**config.mk**
```make
export PLATFORM = sky130hd
export DESIGN_NAME = rcc_rst_seq
export DESIGN_NICKNAME = d
export VERILOG_FILES = /design/src/rtl/rcc_rst_seq.sv
export SDC_FILE = /design/constraint.sdc
export NUM_CORES = 1
export LEC_CHECK = 0
export BUFFER_PORTS_ARGS = -buffer_cell sky130_fd_sc_hd__buf_2
export CAP_MARGIN = 20
export CORE_ASPECT_RATIO = 1.75
export CORE_MARGIN = 4
export CORE_UTILIZATION = 32
export DETAILED_ROUTE_END_ITERATION = 8
export PLACE_DENSITY = 0.52
export SYNTH_ARGS = -nofsm -noshare
export SYNTH_HDL_FRONTEND = slang
export SYNTH_SLANG_ARGS = --single-unit
```
**constraint.sdc**
```tcl
create_clock -name sys_root_clk -period 1.7 [get_ports sys_root_clk]
set_clock_uncertainty 0.15 [all_clocks]
set_input_delay 0.34 -clock sys_root_clk [delete_from_list [all_inputs] [get_ports sys_root_clk]]
set_output_delay 0.34 -clock sys_root_clk [all_outputs]
set_load 0.05 [all_outputs]
```
**src/rtl/rcc_rst_seq.sv**
```systemverilog
// Reset sequencer for the rcc: filters PLL lock, releases N_CH active-low domain
// resets in a staggered order, and handles lock loss and per-channel software resets.
module rcc_rst_seq #(
    parameter int N_CH        = 3,
    parameter int SYNC_STAGES = 2,
    parameter int LOCK_FILT   = 16,
    parameter int STAGGER     = 4,
    parameter int SW_HOLD     = 8
) (
    input  logic            sys_root_clk,
    input  logic            sys_root_rst,
    input  logic            pll_locked,
    input  logic [N_CH-1:0] sw_rst_req,
    input  logic            sticky_clr,
    output logic [N_CH-1:0] ch_rstn,
    output logic            seq_done,
    output logic            lock_lost,
    output logic [1:0]      state
);

    localparam int FW = $clog2(LOCK_FILT + 1);
    localparam int SW = $clog2(STAGGER + 1);
    localparam int HW = $clog2(SW_HOLD + 1);

    typedef enum logic [1:0] {
        WAIT_LOCK = 2'd0,
        FILTER    = 2'd1,
        RELEASE   = 2'd2,
        RUN       = 2'd3
    } state_t;

    state_t                 cur_state;
    logic [SYNC_STAGES-1:0] sync_q;
    logic                   lock_s;
    logic [FW-1:0]          filt_cnt;
    logic [SW-1:0]          stag_cnt;
    logic [HW-1:0]          hold_cnt [N_CH];
    logic [N_CH-1:0]        rel_next;

    assign lock_s = sync_q[SYNC_STAGES-1];
    assign state  = cur_state;

    always_ff @(posedge sys_root_clk or posedge sys_root_rst) begin
        if (sys_root_rst) begin
            sync_q <= '0;
        end else begin
            sync_q <= {sync_q[SYNC_STAGES-2:0], pll_locked};
        end
    end

    // Released channels always form a run of ones from bit 0, so the next
    // channel to release is found by shifting that run up by one.
    always_comb begin
        rel_next = (ch_rstn << 1) | N_CH'(1);
    end

    always_ff @(posedge sys_root_clk or posedge sys_root_rst) begin
        if (sys_root_rst) begin
            cur_state <= WAIT_LOCK;
            filt_cnt  <= '0;
            stag_cnt  <= '0;
            ch_rstn   <= '0;
            seq_done  <= 1'b0;
            lock_lost <= 1'b0;
            for (int k = 0; k < N_CH; k++) begin
                hold_cnt[k] <= '0;
            end
        end else begin
            if (sticky_clr) begin
                lock_lost <= 1'b0;
            end
            // A lock-loss set below overrides a sticky_clr in the same cycle.
            if (!lock_s && (cur_state == RELEASE || cur_state == RUN)) begin
                cur_state <= WAIT_LOCK;
                filt_cnt  <= '0;
                stag_cnt  <= '0;
                ch_rstn   <= '0;
                seq_done  <= 1'b0;
                lock_lost <= 1'b1;
                for (int k = 0; k < N_CH; k++) begin
                    hold_cnt[k] <= '0;
                end
            end else begin
                case (cur_state)
                    WAIT_LOCK: begin
                        filt_cnt <= '0;
                        if (lock_s) begin
                            cur_state <= FILTER;
                        end
                    end
                    FILTER: begin
                        if (!lock_s) begin
                            cur_state <= WAIT_LOCK;
                            filt_cnt  <= '0;
                        end else if (filt_cnt == FW'(LOCK_FILT - 1)) begin
                            filt_cnt   <= '0;
                            stag_cnt   <= '0;
                            ch_rstn[0] <= 1'b1;
                            if (N_CH == 1) begin
                                cur_state <= RUN;
                                seq_done  <= 1'b1;
                            end else begin
                                cur_state <= RELEASE;
                            end
                        end else begin
                            filt_cnt <= filt_cnt + FW'(1);
                        end
                    end
                    RELEASE: begin
                        if (stag_cnt == SW'(STAGGER - 1)) begin
                            stag_cnt <= '0;
                            ch_rstn  <= rel_next;
                            if (&rel_next) begin
                                seq_done  <= 1'b1;
                                cur_state <= RUN;
                            end
                        end else begin
                            stag_cnt <= stag_cnt + SW'(1);
                        end
                    end
                    RUN: begin
                        for (int k = 0; k < N_CH; k++) begin
                            if (sw_rst_req[k]) begin
                                hold_cnt[k] <= HW'(SW_HOLD);
                                ch_rstn[k]  <= 1'b0;
                            end else if (hold_cnt[k] != '0) begin
                                hold_cnt[k] <= hold_cnt[k] - HW'(1);
                                ch_rstn[k]  <= (hold_cnt[k] == HW'(1));
                            end else begin
                                ch_rstn[k] <= 1'b1;
                            end
                        end
                    end
                    default: begin
                        cur_state <= WAIT_LOCK;
                    end
                endcase
            end
        end
    end

endmodule

```
==> flow_summary.ini, run 1 <==
[detailed_routing]
routed_wl_mm = 4.50
dr_total_vias = 1611
vias_per_cell = 4.94
met2_wirelength_mm = 2.57
wl_met3_um = 107
routedWlPerCell_um = 13.8
drt-initial-drc-count = 68
drc = 0
dr.pass1.iters = 4
top_layer = met4
wl_met1_mm = 1.75
antenna_left = 0

[worst_hold_path]
min_path_type = in2reg
hp-start = pll_locked
min_to = sync_q[0]$_DFF_PP0_
hold_depth = 1

[floorplanning]
fp.coreArea_mm2 = 0.00534
die_h_um = 107
rows = 35
ios = 14
die_x_um = 64.4
die_area_mm2 = 0.00688
start_util_pct = 33.4

[logic_synthesis]
yosys_warnings = 0
synth_edf_count = 0
syn_area_mm2 = 0.00178
ys_types = 52
postSynthAreaPerCell_um2 = 9.91
ys_ff_latch = 29
synthesis.nets = 201
syn_inst = 180
synth_async_sr_flop_share_pct = 100
synthFlopType = dfrtp_1
ys_seq_area_share_pct = 40.7

[power_and_ir_drop]
ir_worst_vdd_v = 0.000872
leakage_nw = 1.21
cellPowerDensity_mw_per_mm2 = 1860

[layout]
diodes = 0
layout.nets = 272
layout-drive-gt1-share_pct = 51.2
utilization_pct = 52.1
area_growth_pct = 56.1
layout_commonest_cell = buf_4
final_cell_mix = buf_4 (44), dfrtp_1 (26), nor2_1 (13), buf_2 (13), inv_1 (9)

[placed_design]
dp_hpwl_mm = 3.19
dp_slack_ps = -115
routabilityCongestion = 0.811
port_buffers = 13

[clocking]
clk_path_buf_depth = 2
cts.reportedPaths.clkPinSlew_ps = 70
cts_tree = done
htreeDepth = 2
root_buffer = clkbuf_8
cts.sinks = 29
clk_latency_ps = 280
numCtsBuffers = 5

[worst_setup_path]
crit_chain = inv_4, ha_4, mux2_4, o32ai_4, a21oi_2, mux2i_1
critPathMaxStageDelay_ps = 520
required_ps = 1710
crit_slowest_cell = dfrtp_4
r2r_slack_ps = -100
path_class = reg2reg
regToRegStartpoint = state[1]$_DFFE_PP0P_
reg2reg_to = state[1]$_DFFE_PP0P_
worstPathArrival_ps = 1800
ff2ff_path_depth = 6
critPathLaunchType = flop
cp_max_fo = 4
worstSetupEndpointType = flop

[flow_run]
cap_violations = 0

[global_route]
grt_pass1_vias = 1607
grt_pass1_wl_mm = 7.49
grtUsageTotal_pct = 13.8
grt-ovfl-total = 0
grt_start_max_net_pins = 30
antenna_found_initial = 0

[timing]
finalSetupViolCount = 8
slew_violations = 0
rsz0062_at_grt = true
setup_ws_ps = -95.4
slew_headroom_pct = 72.1
finalCriticalPeriod_ps = 1800
worstMarginPinSlew_ps = 415
finalHoldViolCount = 0
period_share_pct = 106
max_freq_mhz = 557

[run_status]
failed_checks = negative setup slack
status = finished with violations
==> Yosys cell counts, types with 2 or more instances <==
cell       number  share of area, %
dfrtp_1        29                41
nor2_1         16               3.4
ha_1           14               9.8
a21oi_1        13               3.6
inv_1          13               2.7
a22o_1          5               2.5
mux2i_1         5               2.8
nand2_1         5               1.1
nand2b_1        5               1.8
o21ai_0         5               1.4
o21ai_1         4               1.1
o31ai_1         4               1.7
buf_2           3              0.84
nand3_1         3              0.84
nor3_1          3              0.84
o22ai_1         3               1.1
or3_1           3               1.1
a211oi_1        2              0.84
a2bb2oi_1       2              0.98
and3_1          2              0.70
inv_2           2              0.42
mux2_1          2               1.3
mux2_2          2               1.3
nor4_1          2              0.70
nor4b_1         2              0.98
o21a_1          2              0.84
o2bb2ai_1       2              0.98
or2_1           2              0.70
xnor2_1         2              0.98
==> report_power, final <==
group / switching [mW] / internal [mW]
Clock: 0.279 / 0.478
Sequential: 0.273 / 0.930
Combinational: 1.53 / 1.69
Total: 2.09 / 3.10
==> repair_timing <==
item | CTS | global route
resized for setup | 12 | 41
gates cloned | 0 | 0
pin swaps | 4 | 15
buffers inserted | 4 | 9
hold buffers | 1 | 0
hold endpoints to repair | 29 | 0
endpoints found under the setup margin | 10 | 19
==> worst max-delay path: cells and delay by family (launching register included) <==
kind	cells	cell delay, ps
adders and majority gates	1	120
muxes	2	440
DFF	1	520
buffers and inverters	1	100
AOI/OAI and AO/OA	2	330
==> area by class of cell <==
| cell class | count | area [µm²] |
|---|---|---|
| clock buffers | 7 | 86.3 |
| clock inverters | 1 | 30.0 |
| fillers | 510 | 2560 |
| inverters | 15 | 68.8 |
| multi-input cells | 132 | 1230 |
| flip-flops and latches | 29 | 732 |
| well taps | 74 | 92.6 |
| repair buffers | 68 | 544 |
==> registers in the layout, indices dropped and copies added (netlist names) <==
name and cells:
state 2, hold_cnt 12, stag_cnt 3, filt_cnt 5, sync_q 2, lock_lost 1
seq_done 1, ch_rstn 3
==> cell families after synthesis <==
| family | count (synthesis) | share of synthesized area (%) |
|---|---|---|
| XOR/XNOR | 2 | 0.983 |
| buffers and inverters | 19 | 4.42 |
| adder cells (fa/ha/maj) | 14 | 9.82 |
| AND/OR/NAND/NOR | 55 | 18.7 |
| AO/OA/AOI/OAI | 52 | 20.0 |
| flip-flops | 29 | 40.7 |
| multiplexers | 9 | 5.33 |
==> worst max-delay path by stage <==
| stage | startpoint | endpoint | slack (ps) | depth (start not counted) |
|---|---|---|---|---|
| 5_1_grt | state[1]$_DFFE_PP0P_ | state[0]$_DFFE_PP0P_ | -150 | 6 |
| 4_1_cts | state[1]$_DFFE_PP0P_ | ch_rstn[0]$_DFFE_PP0P_ | -120 | 5 |
| 6_report | state[1]$_DFFE_PP0P_ | state[1]$_DFFE_PP0P_ | -100 | 6 |
| 2_1_floorplan | state[0]$_DFFE_PP0P_ | ch_rstn[0]$_DFFE_PP0P_ | -180 | 7 |
| 3_3_place_gp | state[1]$_DFFE_PP0P_ | ch_rstn[1]$_DFFE_PP0P_ | -80 | 5 |
| 3_5_place_dp | state[0]$_DFFE_PP0P_ | ch_rstn[0]$_DFFE_PP0P_ | -110 | 6 |
==> metrics by stage <==
step / area, µm² / hold slack (ps) / setup TNS (ps) / cells / power (mW)
finish: 2780 / 15.8 / -501 / 326 / 5.19
global route: 2780 / 8.66 / -1180 / 326 / 5.59
CTS: 2540 / 8.30 / -481 / 317 / 4.68
detailed placement: 2320 / 190 / -564 / 304 / 3.70
global placement: 2320 / 187 / -341 / 304 / 3.69
floorplan: 1860 / 181 / -1360 / 180 / 2.79
==> routing by layer <==
layer	up-vias	global-route usage, %
met4	0	4.54
met3	9	2.83
met5	-	0
met1	789	15.0
li1	798	-
met2	15	25.9
(Power assumes the default switching activity.)
==> inputs of run 2 (changes only) <==
--- a/config.mk
+++ b/config.mk
@@ -10,6 +10,7 @@
 export CORE_ASPECT_RATIO = 1.75
 export CORE_MARGIN = 4
 export CORE_UTILIZATION = 32
+export CTS_BUF_LIST = sky130_fd_sc_hd__clkbuf_8 sky130_fd_sc_hd__clkbuf_16
 export DETAILED_ROUTE_END_ITERATION = 8
 export PLACE_DENSITY = 0.52
 export SYNTH_ARGS = -nofsm -noshare
==> flow_summary.ini, run 2 (synthesized netlist as in run 1, its figures left out) <==
[layout]
area_growth_pct = 56.1
layout_commonest_cell = buf_4
multi_input_area_mm2 = 0.00123
reg_top3 = hold_cnt (12), filt_cnt (5)
layout-drive-gt1-share_pct = 51.2
fin_cells = 326
largest_register_ffs = 12
regMostFlops = hold_cnt
diodes = 0
final_cell_mix = buf_4 (44), dfrtp_1 (26), nor2_1 (13), buf_2 (13), inv_1 (10)
layout.nets = 272
fill_cells = 510
regArea_um2 = 732

[power_and_ir_drop]
pwr-share-comb_pct = 62.3
p_int_mw = 3.10
p_clk_share_pct = 14.5
p_seq_share_pct = 23.2
cellPowerDensity_mw_per_mm2 = 1860
ir_worst_vdd_v = 0.000872
switching_power_mw = 2.09
p_sw_share_pct = 40.3
leakage_nw = 1.21

[floorplanning]
rows = 35
die_h_um = 107
fp.coreArea_mm2 = 0.00534
ios = 14
die_x_um = 64.4
start_util_pct = 33.4
die_area_mm2 = 0.00688

[global_route]
grt_start_max_net_pins = 30
grtUsageMet3_pct = 2.83
grtUsageMet1_pct = 15.0
grt_use_met2_pct = 25.9
grtUsageTotal_pct = 13.8
antenna_found_initial = 0
grt_pass1_vias = 1607
grt-ovfl-total = 0
grt_pass1_wl_mm = 7.49
busiest_layer = met2

[worst_setup_path]
path_delay_family = flip-flops
worstSetupEndpointType = flop
crit_buf_inv = 1
cp_max_fo = 4
required_ps = 1710
crit_slowest_cell = dfrtp_4
critPathLaunchType = flop
crit_chain = inv_4, ha_4, mux2_4, o32ai_4, a21oi_2, mux2i_1
path_class = reg2reg
worstPathArrival_ps = 1800
critPathMaxStageDelay_ps = 520

[clocking]
htreeDepth = 2
numCtsBuffers = 5
cts.sinks = 29
cts.reportedPaths.clkPinSlew_ps = 70
root_buffer = clkbuf_8
cts_tree = done
clk_latency_ps = 280
clk_path_buf_depth = 2

[run_status]
status = finished with violations
failed_checks = negative setup slack

[worst_hold_path]
min_path_type = in2reg

[placed_design]
dp_cells = 304
dp_hpwl_mm = 3.19
port_buffers = 13
routabilityCongestion = 0.811

[timing]
finalHoldViolCount = 0
finalCriticalPeriod_ps = 1800
finalSetupViolCount = 8
hold_slack_ps = 15.4
period_share_pct = 106
max_freq_mhz = 557
slew_violations = 0
setup_ws_ps = -95.4
rsz0062_at_grt = true
fin_setup_tns_ps = -500
worstMarginPinSlew_ps = 415
slew_headroom_pct = 72.1

[flow_run]
cap_violations = 0

[detailed_routing]
routedWlPerCell_um = 13.8
vias_per_cell = 4.94
routed_wl_mm = 4.50
antenna_left = 0
drc = 0
dr.pass1.iters = 4
dr_total_vias = 1611
drt-initial-drc-count = 68
## run 2: cell count changes in the layout (fill, tap and decap cells not counted)
cell,previous run,this run
inv_1,9,10
clkbuf_1,1,0
## run 2: cell type report
cell class	count	share of cell area, %
Clock inverter	2	1.21
Timing Repair Buffer	68	19.6
Inverter	15	2.47
Sequential cell	29	26.3
Tap cell	74	3.33
Clock buffer	6	2.97
Multi-Input combinational cell	132	44.2
## run 2: power groups by stage
| stage | Clock, mW | Sequential [mW] | Combinational, mW |
|---|---|---|---|
| 6_report | 0.752 | 1.20 | 3.23 |
| 5_1_grt | 0.805 | 1.25 | 3.53 |
| 4_1_cts | 0.775 | 1.17 | 2.72 |
| 3_5_place_dp | 0 | 1.19 | 2.51 |
| 3_3_place_gp | 0 | 1.19 | 2.51 |
| 2_1_floorplan | 0 | 1.39 | 1.40 |
## run 2: metrics by stage
| step | power [mW] | setup slack [ps] | util, % | instance area, µm² |
|---|---|---|---|---|
| after floorplan | 2.79 | -179 | - | 1860 |
| after global placement | 3.69 | -75.5 | 43.5 | 2320 |
| after detailed placement | 3.70 | -115 | 43.5 | 2320 |
| after CTS | 4.67 | -122 | 47.5 | 2540 |
| after global routing | 5.59 | -150 | 52.1 | 2780 |
| final | 5.18 | -95.4 | 52.1 | 2780 |
## run 2: timing repair
item | CTS | global route
endpoints found under the hold margin | 29 | 0
setup endpoints to repair | 10 | 19
pin swaps | 4 | 15
setup buffers | 4 | 9
hold buffers | 1 | 0
gates resized for setup | 12 | 41
## run 2: per-layer routing
metal / part of all wire (%) / up-vias
met2: 57 / 15
met3: 2.4 / 9
met1: 39 / 789
met5: 0 / -
li1: - / 798
met4: 1.7 / 0
## run 2: final timing paths
path                                      start              endpoint  slack (ps)  depth (start not counted)
max                        state[1]$_DFFE_PP0P_  state[1]$_DFFE_PP0P_        -100                          6
min                                  pll_locked   sync_q[0]$_DFF_PP0_          20                          1
max reg2reg                state[1]$_DFFE_PP0P_  state[1]$_DFFE_PP0P_        -100                          6
min reg2reg                 sync_q[0]$_DFF_PP0_   sync_q[1]$_DFF_PP0_         200                          0
max in group asynchronous          sys_root_rst  state[1]$_DFFE_PP0P_         560                          4
min in group asynchronous          sys_root_rst   sync_q[0]$_DFF_PP0_         530                          4
